[config.mk]
export PLATFORM = sky130hd
export DESIGN_NAME = instr_fetch
export DESIGN_NICKNAME = d
export VERILOG_FILES = /design/src/rtl/instr_fetch.sv
export SDC_FILE = /design/constraint.sdc
export NUM_CORES = 1
export LEC_CHECK = 0
export ABC_AREA = 1
export BUFFER_PORTS_ARGS = -buffer_cell sky130_fd_sc_hd__buf_2
export CAP_MARGIN = 20
export CORE_AREA = 10 10 122 124
export CTS_CLUSTER_SIZE = 24
export DETAILED_ROUTE_END_ITERATION = 7
export DIE_AREA = 0 0 132 134
export GPL_ROUTABILITY_DRIVEN = 0
export GPL_TIMING_DRIVEN = 0
export PLACE_DENSITY = 0.49
export SLEW_MARGIN = 15
export SYNTH_ARGS = -nofsm -noshare
export SYNTH_HDL_FRONTEND = slang
export SYNTH_SLANG_ARGS = --single-unit
[constraint.sdc]
create_clock -name clk -period 2.7 [get_ports clk]
set_input_delay 0.135 -clock clk [delete_from_list [all_inputs] [get_ports clk]]
set_output_delay 0.135 -clock clk [all_outputs]
set_load 0.03 [all_outputs]
[src/rtl/instr_fetch.sv]
// Instruction fetch and issue unit: owns the PC, fetches one word at a time over a
// req/gnt/rvalid interface, holds it for the control unit and computes the next PC.
package instr_fetch_pkg;
    typedef enum logic [1:0] {
        OP_JP  = 2'b00,
        OP_BR  = 2'b01,
        OP_ALU = 2'b10,
        OP_MEM = 2'b11
    } op_t;

    typedef enum logic {
        PC_INC = 1'b0,
        PC_ADD = 1'b1
    } pc_s_t;
endpackage

module instr_fetch
    import instr_fetch_pkg::*;
#(
    parameter int                  ADDR_W   = 16,
    parameter logic [ADDR_W-1:0]   RESET_PC = '0
) (
    input  logic              clk,
    input  logic              rst_n,
    output logic              imem_req,
    output logic [ADDR_W-1:0] imem_addr,
    input  logic              imem_gnt,
    input  logic              imem_rvalid,
    input  logic [15:0]       imem_rdata,
    output logic              ir_valid,
    input  logic              ir_ready,
    output logic [1:0]        operation,
    output logic [2:0]        funct,
    output logic [2:0]        rx,
    output logic [2:0]        ry,
    output logic [7:0]        kk,
    output logic [ADDR_W-1:0] pc,
    input  pc_s_t             pc_s,
    input  logic              br_taken,
    input  logic              halt,
    output logic              halted
);

    typedef enum logic [1:0] {
        S_FETCH  = 2'b00,
        S_WAIT   = 2'b01,
        S_ISSUE  = 2'b10,
        S_HALTED = 2'b11
    } state_t;

    state_t              r_state;
    state_t              w_next_state;
    logic                r_active;
    logic [ADDR_W-1:0]   r_pc;
    logic [15:0]         r_ir;

    logic                w_load_ir;
    logic                w_issue_hs;
    op_t                 w_op;
    logic [ADDR_W-1:0]   w_jp_off;
    logic [ADDR_W-1:0]   w_br_off;
    logic [ADDR_W-1:0]   w_next_pc;

    // r_active keeps imem_req low while reset is held and for the remainder of the
    // release cycle, so the first request appears on the first edge after release.
    assign imem_req   = r_active && (r_state == S_FETCH);
    assign ir_valid   = (r_state == S_ISSUE);
    assign halted     = (r_state == S_HALTED);
    assign w_issue_hs = ir_valid && ir_ready;

    assign imem_addr  = r_pc;
    assign pc         = r_pc;

    assign operation  = r_ir[15:14];
    assign funct      = r_ir[13:11];
    assign rx         = r_ir[10:8];
    assign ry         = r_ir[7:5];
    assign kk         = r_ir[7:0];

    assign w_op       = op_t'(r_ir[15:14]);
    assign w_jp_off   = {{(ADDR_W-11){r_ir[10]}}, r_ir[10:0]};
    assign w_br_off   = {{(ADDR_W-8){r_ir[7]}}, r_ir[7:0]};

    // NOTE: state is updated with non-blocking assignments only, so every flop
    // samples pre-edge values regardless of statement order.
    always_ff @(posedge clk or negedge rst_n) begin
        if (!rst_n) begin
            r_state  <= S_FETCH;
            r_active <= 1'b0;
            r_pc     <= RESET_PC;
            r_ir     <= '0;
        end else begin
            r_state  <= w_next_state;
            r_active <= 1'b1;
            if (w_issue_hs) begin
                r_pc <= w_next_pc;
            end
            if (w_load_ir) begin
                r_ir <= imem_rdata;
            end
        end
    end

    // NOTE: every signal written here gets a default first, so no path leaves it
    // unassigned and no latch is inferred.
    always_comb begin
        w_next_state = r_state;
        w_load_ir    = 1'b0;
        unique case (r_state)
            S_FETCH: begin
                if (imem_req && imem_gnt) begin
                    w_next_state = S_WAIT;
                end
            end
            S_WAIT: begin
                if (imem_rvalid) begin
                    w_load_ir    = 1'b1;
                    w_next_state = S_ISSUE;
                end
            end
            S_ISSUE: begin
                if (ir_ready) begin
                    w_next_state = halt ? S_HALTED : S_FETCH;
                end
            end
            S_HALTED: begin
                if (!halt) begin
                    w_next_state = S_FETCH;
                end
            end
            default: w_next_state = S_FETCH;
        endcase
    end

    // Sums wrap silently at the address width.
    always_comb begin
        w_next_pc = r_pc + ADDR_W'(1);
        if (pc_s == PC_ADD) begin
            if (w_op == OP_JP) begin
                w_next_pc = r_pc + w_jp_off;
            end else if ((w_op == OP_BR) && br_taken) begin
                w_next_pc = r_pc + w_br_off;
            end
        end
    end

endmodule

## Word level (Yosys, flattened, before mapping)

Cells that the tools add are included.

| storage, ports and cells | value |
|---|---|
| ROM bits | 0 |
| bits in latches | 0 |
| input port bits | 24 |
| memories | 0 |
| output and inout bits | 54 |
| register bits after elaboration | 35 |
| bits in writable memories | 0 |
| logic and storage cells | 33 |

| cells by class | value |
|---|---|
| $lt $le $gt $ge | 0 |
| bitwise operators | 0 |
| reductions and logical operators | 7 |
| $add $sub $neg | 3 |
| multiplexer cells | 11 |
| multipliers | 0 |
| equality and inequality tests | 8 |
| divide/modulo/power cells | 0 |
| shift-type cells | 0 |

Operators with widths:

| kind | count |
|---|---|
| $mux 16 | 3 |
| $add 16x16->16 | 2 |
| $add 16x1->16 const B | 1 |
| $mux 2 | 5 |
| $pmux 2 s4 | 1 |
| $eq 2x1->1 const B | 2 |
| $eq 2x2->1 const B | 2 |
| $logic_and 1x1->1 | 4 |
| $logic_not 2->1 | 2 |
| $ne 2x1->1 const B | 2 |
| $ne 2x2->1 const B | 2 |
| $reduce_and 4->1 | 1 |
| $mux 1 | 2 |

## Depth between registers and ports, before layout

Gate-level depths: netlist of the first run.

| logic depth | value |
|---|---|
| depth in word-level cells | 5 |
| depth in mapped cells | 14 |
| gate-level depth less buffers | 14 |

## Least setup slack after synthesis of the first run

Ideal clock, no wire load.

| timing | value |
|---|---|
| kind | flip-flop to flip-flop |
| start | register r_pc[0], in the netlist imem_addr[0] |
| end | register r_pc[12], in the netlist imem_addr[12] |
| data arrival time | 2.042 ns |
| period minus slack after synthesis | 2.159 ns |
| path buffers | 0 |
| data required time | 2.583 ns |
| stages on the path, launching flop included | 15 |
| setup time | 0.117 ns |
| setup slack | 0.541 ns |
| cells stage by stage | dfrtp_1 -> ha_1 -> fa_1 -> nand3_1 -> nand3_1 -> nand2_1 -> nand2_1 -> nand2_1 -> nand2_1 -> nand2_1 -> nand3_1 -> nand2_1 -> nand2_1 -> nand2_1 -> nand2_1 |

| on the way | value |
|---|---|
| cells in the longest elaborated chain, start to end | 4 |
| elaborated cells on any way between the ends | 6 |
| classes of those cells | add/sub: 3; mux: 3 |

Ends and longest elaborated chain:

| element | RTL line | RTL |
|---|---|---|
| from (decl) | 54 | `logic [ADDR_W-1:0] r_pc;` |
| from (signal assigned) | 96 | `r_pc <= w_next_pc;` |
| $add 16x1->16 / $add 16x16->16 (equally long branches) | 137, 142 |  |
| $mux 16 | 141 | `end else if ((w_op == OP_BR) && br_taken) begin` |
| $mux 16 | 139 | `if (w_op == OP_JP) begin` |
| $mux 16 * | 138 | `if (pc_s == PC_ADD) begin` |

Mark *: on every way between the ends. The rest lies on a longest branch, timed or not.
A chain may end at the register's enable or synchronous reset.

## Worst setup path after layout of the first run

Ends and elaborated chain as after synthesis.

==> results of run 1 <==
-- what timing repair did --
| action | 4_1_cts | 5_1_grt |
|---|---|---|
| endpoints found under the setup margin | 0 | 0 |
| hold buffers | 1 | 0 |
| endpoints found under the hold margin | 35 | 0 |
-- cells by family after synthesis --
family                   Yosys count  synth area share (%)
other                              1                0.1030
multiplexers                      16                 4.950
flip-flops                        35                 24.06
AND/OR/NAND/NOR                  305                 36.89
adder cells (fa/ha/maj)           24                 8.457
XOR/XNOR                           9                 2.166
AO/OA/AOI/OAI                     56                 8.594
buffers and inverters            122                 14.78
-- cell usage after synthesis (all sizes together) --
library cell  count  share of area (%)
or2               1               0.17
o211ai            3               0.62
clkbuf            1               0.10
conb              1               0.10
a31oi             5               0.86
buf              24                4.7
nor2             28                4.0
nand4             9                1.5
o31ai             1               0.21
fa                1               0.55
clkinv            1               0.10
nand3            53                7.8
ha               23                7.9
a21boi            1               0.21
mux2             16                5.0
o22ai             2               0.34
inv              96                9.9
a21oi            22                3.0
xnor2             2               0.48
nor3b             1               0.21
dfrtp            35                 24
xor2              7                1.7
nor3              8                1.4
nand2           200                 21
o21ai            22                3.3
nor4              1               0.17
and2              3               0.52
nand3b            1               0.21
-- registers in the layout (all words and copies together), names as in the netlist --
signal,flops
r_state,2
r_ir,16
imem_addr,16
r_active,1
-- cells in the final DEF, fill, tap and decap left out, types with 5 or more instances in the layout --
cell       Yosys  layout
nand3_1       49      49
a21oi_1       22      22
buf_4         20      20
mux2_2        16      16
ha_1          23      23
inv_1         96      96
nor2_1        20      20
nor3_1         7       7
dfrtp_1       35      35
clkbuf_16      0       5
o21ai_0       19      19
xor2_1         7       7
buf_2          4      80
nand2_1      197     197
nand4_1        9       9
a31oi_1        5       5
-- cell type report --
type | count | area (µm²) | share of cell area [%]
plain buffers | 25 | 173.9 | 3.951
clock buffers | 8 | 156.4 | 3.553
inverters | 97 | 364.1 | 8.272
multi-input cells | 411 | 2226 | 50.57
flip-flops and latches | 35 | 875.8 | 19.90
well taps | 172 | 215.2 | 4.889
repair buffers | 77 | 390.4 | 8.869
-- path summary, 6_finish.rpt --
| path | slack (ns) | to |
|---|---|---|
| max | 0.24 | imem_addr[12] |
| min | 0.08 | r_ir[12] |
| max reg2reg | 0.24 | imem_addr[12] |
| min reg2reg | 0.50 | r_ir[12] |
| max in group asynchronous | 1.69 | r_ir[7] |
| min in group asynchronous | 0.48 | r_state[1] |
-- stage by stage --
stage               area, µm²  hold WS (ns)  instances  worst slack, ns  util, %
global route             4402       0.06994        825          0.03490    35.31
finish                   4402       0.07996        825           0.2394    35.31
floorplan                3640       -0.1606        568           0.5409        -
detailed placement       4235        0.2924        816           0.2668    33.98
global placement         4235        0.2860        816           0.2804    33.98
CTS                      4402       0.07101        825           0.2522    35.31
-- worst register-to-register path, cell delays in order (launching register included) --
cell and delay (ns):
dfrtp_1 0.45, ha_1 0.34, fa_1 0.49, nand3_1 0.12
nand3_1 0.15, nand2_1 0.10, nand2_1 0.11, nand2_1 0.11
nand2_1 0.05, nand2_1 0.06, nand3_1 0.11, nand2_1 0.11
nand2_1 0.05, nand2_1 0.05, nand2_1 0.04
-- routing by layer --
metal | share of wire [%] | track usage, % | up-vias
met5 | 0 | 0 | -
met4 | 0.99 | 3.585 | 0
met3 | 3.9 | 2.353 | 7
met2 | 48 | 21.80 | 62
met1 | 47 | 16.17 | 1758
li1 | - | - | 1960
==> impl_metrics.py, run 1 <==
metrics = {
    "status": {
        "status": "finished, final reports clean",
    },
    "worst_setup_path": {
        "path_buf_inv": 0,
        "ff2ff_path_depth": 14,
        "max_stage_delay_ns": 0.49,
        "critical_path_class": "reg -> reg",
        "r2r_start": "imem_addr[0]",
        "cp-end-kind": "flop",
        "path_delay_family": "simple AND/OR/NAND/NOR gates",
        "crit_chain": "ha_1 -> fa_1 -> nand3_1 -> nand3_1 -> nand2_1 -> nand2_1 -> nand2_1 -> nand2_1 -> nand2_1 -> nand3_1 -> nand2_1 -> nand2_1 -> nand2_1 -> nand2_1",
        "start_kind": "flop",
        "setup.worst_path.start": "imem_addr[0]",
        "slowest_stage": "fa_1",
        "required_ns": 2.87,
        "cp.arrival_ns": 2.63,
        "cp_max_fo": 7,
        "path_depth": 14,
        "cp_common_cell": "nand2_1",
    },
    "worst_hold_path": {
        "holdCritStartpoint": "imem_rdata[12]",
        "min_path_type": "in -> reg",
        "min_path_cells": 2,
    },
    "floorplan": {
        "core-area_mm2": 0.01247,
        "pin_count": 78,
        "start_util_pct": 29.20,
        "num_rows": 41,
        "die_w_um": 132,
        "dieArea_mm2": 0.01769,
        "dieHeight_um": 134,
    },
    "placed_design": {
        "port_buffers": 76,
        "dp_hpwl_mm": 9.194,
    },
    "global_routing": {
        "track_usage_pct": 12.81,
        "grt_start_max_net_pins": 36,
        "antenna_found_initial": 0,
        "grt_pass1_vias": 3726,
        "grt_overflow": 0,
        "grt_pass1_wl_mm": 18.56,
    },
    "synthesis": {
        "ys_ff_latch": 35,
        "yosysUniqueCellTypes": 36,
        "synth_warnings": 0,
        "synth_seq_area_share_pct": 24.06,
        "netlist_instances": 568,
        "synth_area_mm2": 0.003640,
        "synthesis.nets": 616,
        "avgSynthCellArea_um2": 6.408,
    },
    "layout": {
        "drive_gt1_share_pct": 21.59,
        "area_growth_pct": 20.93,
        "fillers": 1389,
        "diodes": 0,
        "nets": 700,
    },
    "cts": {
        "cts_root_buffer": "clkbuf_16",
        "cts_buffers": 5,
        "cts_num_sinks": 35,
        "cts_resized": 0,
        "h-tree-depth": 2,
        "post-cts-setup-buffer-count": 0,
        "clock_path_buffers": 2,
        "path_clk_slew_ns": 0.05,
        "insertion_delay_ns": 0.28,
        "tritoncts": "built",
    },
    "detailed_routing": {
        "vias": 3787,
        "drtPass1Iterations": 4,
        "drt_iter0_drc": 265,
        "vias_per_cell": 4.590,
        "avgRoutedWirePerCell_um": 13.68,
        "wl_mm": 11.29,
        "drcViolationCount": 0,
        "drtAntennaViolNets": 0,
    },
    "sta": {
        "hold_viol_final": 0,
        "fmax_ghz": 0.4064,
        "maxSlewHeadroom_pct": 45.08,
        "skew_ns": 0.003872,
        "grt_setup_unrepaired": "no",
        "setup-tns-final_ns": 0,
        "period_share_pct": 91.13,
        "setup_viol": 0,
        "period_minus_slack_ns": 2.461,
        "worst_pin_slew_ns": 0.8238,
        "slew_viol_final": 0,
    },
    "flow_run": {
        "cap_violations": 0,
    },
}
Power of run 1 is left out: the tool's default activity adds up to more than one toggle a clock period on the data nets, which glitch-free logic cannot reach.
==> inputs of run 2 (changes only) <==
Settings changed: CORE_AREA 10 10 122 124 to 8 8 120 122, DIE_AREA 0 0 132 134 to 0 0 128 130.
==> run 2 against run 1 <==
Effect of this change: die area is 5.9% lower; core utilization about the same; global-route usage up 1.3 points; setup slack better by 0.10 ns; largest cell class unchanged; highest routed layer unchanged.
==> impl_metrics.py, run 2 (synthesis gave the netlist of run 1 again) <==
metrics = {
    "global_routing": {
        "grt_pass1_wl_mm": 18.80,
        "grt_pass1_vias": 3805,
        "grt_start_max_net_pins": 36,
        "track_usage_pct": 14.07,
        "grt_overflow": 0,
        "antenna_found_initial": 0,
    },
    "sta": {
        "grt_setup_unrepaired": "no",
        "period_share_pct": 87.45,
        "fmax_ghz": 0.4235,
        "hold_ws_ns": 0.08460,
        "skew_ns": 0.004386,
        "setup_viol": 0,
        "maxSlewHeadroom_pct": 44.67,
        "setup-tns-final_ns": 0,
        "period_minus_slack_ns": 2.361,
        "slew_viol_final": 0,
        "worst_pin_slew_ns": 0.8299,
        "hold_viol_final": 0,
    },
    "layout": {
        "fillers": 1402,
        "drive_gt1_share_pct": 21.59,
        "nets": 700,
        "area_growth_pct": 20.49,
        "seq_area_um2": 875.8,
        "diodes": 0,
        "layout_common_cells": "197 x nand2_1, 96 x inv_1, 80 x buf_2, 49 x nand3_1, 35 x dfrtp_1",
        "multiInputGateArea_mm2": 0.002228,
        "final_core_utilization_pct": 35.33,
        "final_common_cell": "nand2_1",
    },
    "worst_hold_path": {
        "holdCritStartpoint": "imem_rdata[6]",
        "min_path_cells": 2,
        "min_path_type": "in -> reg",
        "hold_end": "r_ir[6]",
    },
    "cts": {
        "post-cts-setup-buffer-count": 0,
        "insertion_delay_ns": 0.28,
        "cts_num_sinks": 35,
        "tritoncts": "built",
        "path_clk_slew_ns": 0.06,
        "cts_root_buffer": "clkbuf_16",
        "clock_path_buffers": 2,
        "cts_buffers": 5,
        "h-tree-depth": 2,
    },
    "detailed_routing": {
        "drtAntennaViolNets": 0,
        "drt_iter0_drc": 213,
        "drtPass1Iterations": 4,
        "vias_per_cell": 4.568,
        "wl_mm": 11.21,
        "drcViolationCount": 0,
        "vias": 3769,
        "avgRoutedWirePerCell_um": 13.59,
    },
    "worst_setup_path": {
        "r2r_setup_slack_ns": 0.34,
        "r2r_start": "imem_addr[0]",
        "critical_path_class": "reg -> reg",
        "ff2ff_path_depth": 14,
        "cp.arrival_ns": 2.53,
        "start_kind": "flop",
        "required_ns": 2.87,
        "cp_max_fo": 7,
        "cp-end-kind": "flop",
        "reg2reg_to": "imem_addr[12]",
    },
    "placed_design": {
        "dp_hpwl_mm": 9.089,
        "port_buffers": 76,
    },
    "floorplan": {
        "start_util_pct": 29.32,
        "pin_count": 78,
        "die_w_um": 128,
        "num_rows": 41,
        "dieHeight_um": 130,
        "core-area_mm2": 0.01241,
        "dieArea_mm2": 0.01664,
    },
    "flow_run": {
        "cap_violations": 0,
    },
    "status": {
        "status": "finished, final reports clean",
    },
}
==> run 2: cell count changes in the layout (fill, tap and decap cells not counted), sizes merged <==
cell    before  now
clkinv       1    2
clkbuf       9    8
==> run 2: worst max path at each step <==
stage                       from            end  depth (start not counted)
floorplan           imem_addr[0]  imem_addr[12]                         14
global placement    imem_addr[0]  imem_addr[12]                         14
detailed placement  imem_addr[0]  imem_addr[12]                         14
CTS                 imem_addr[0]  imem_addr[12]                         14
global route        imem_addr[0]  imem_addr[12]                         14
finish              imem_addr[0]  imem_addr[12]                         14
==> run 2: what timing repair did <==
item                       CTS  global route
gates resized for setup      0             1
hold buffers                 1             0
hold endpoints to repair    26             0
setup endpoints to repair    0             1
==> run 2: area by class of cell <==
type                    count  share of cell area [%]
plain buffers              25                   3.966
clock buffers               7                   3.024
clock inverters             1                  0.1141
inverters                  97                   8.302
multi-input cells         411                   50.81
flip-flops and latches     35                   19.97
well taps                 172                   4.907
repair buffers             77                   8.902
==> run 2: critical path, stage by stage, from the launching register on <==
cell and delay [ns]:
dfrtp_1 0.45, ha_2 0.27, fa_1 0.46, nand3_1 0.12
nand3_1 0.16, nand2_1 0.10, nand2_1 0.12, nand2_1 0.11
nand2_1 0.06, nand2_1 0.06, nand3_1 0.10, nand2_1 0.10
nand2_1 0.05, nand2_1 0.05, nand2_1 0.04
==> run 2: metal layers <==
metal	vias up	global-route usage, %	wire length [µm]
met5	-	0	0
met4	0	4.825	178
met3	10	2.122	465
met2	80	23.86	5288
met1	1720	17.87	5276
li1	1959	-	-
==> run 2: through the flow <==
stage / std cells / worst slack, ns / instance area, µm²
floorplan: 568 / 0.5409 / 3640
global placement: 816 / 0.2643 / 4235
detailed placement: 816 / 0.2543 / 4235
CTS: 825 / 0.2405 / 4383
global route: 825 / 0.01783 / 4385
finish: 825 / 0.3390 / 4385
Power of run 2 is left out for the same reason.
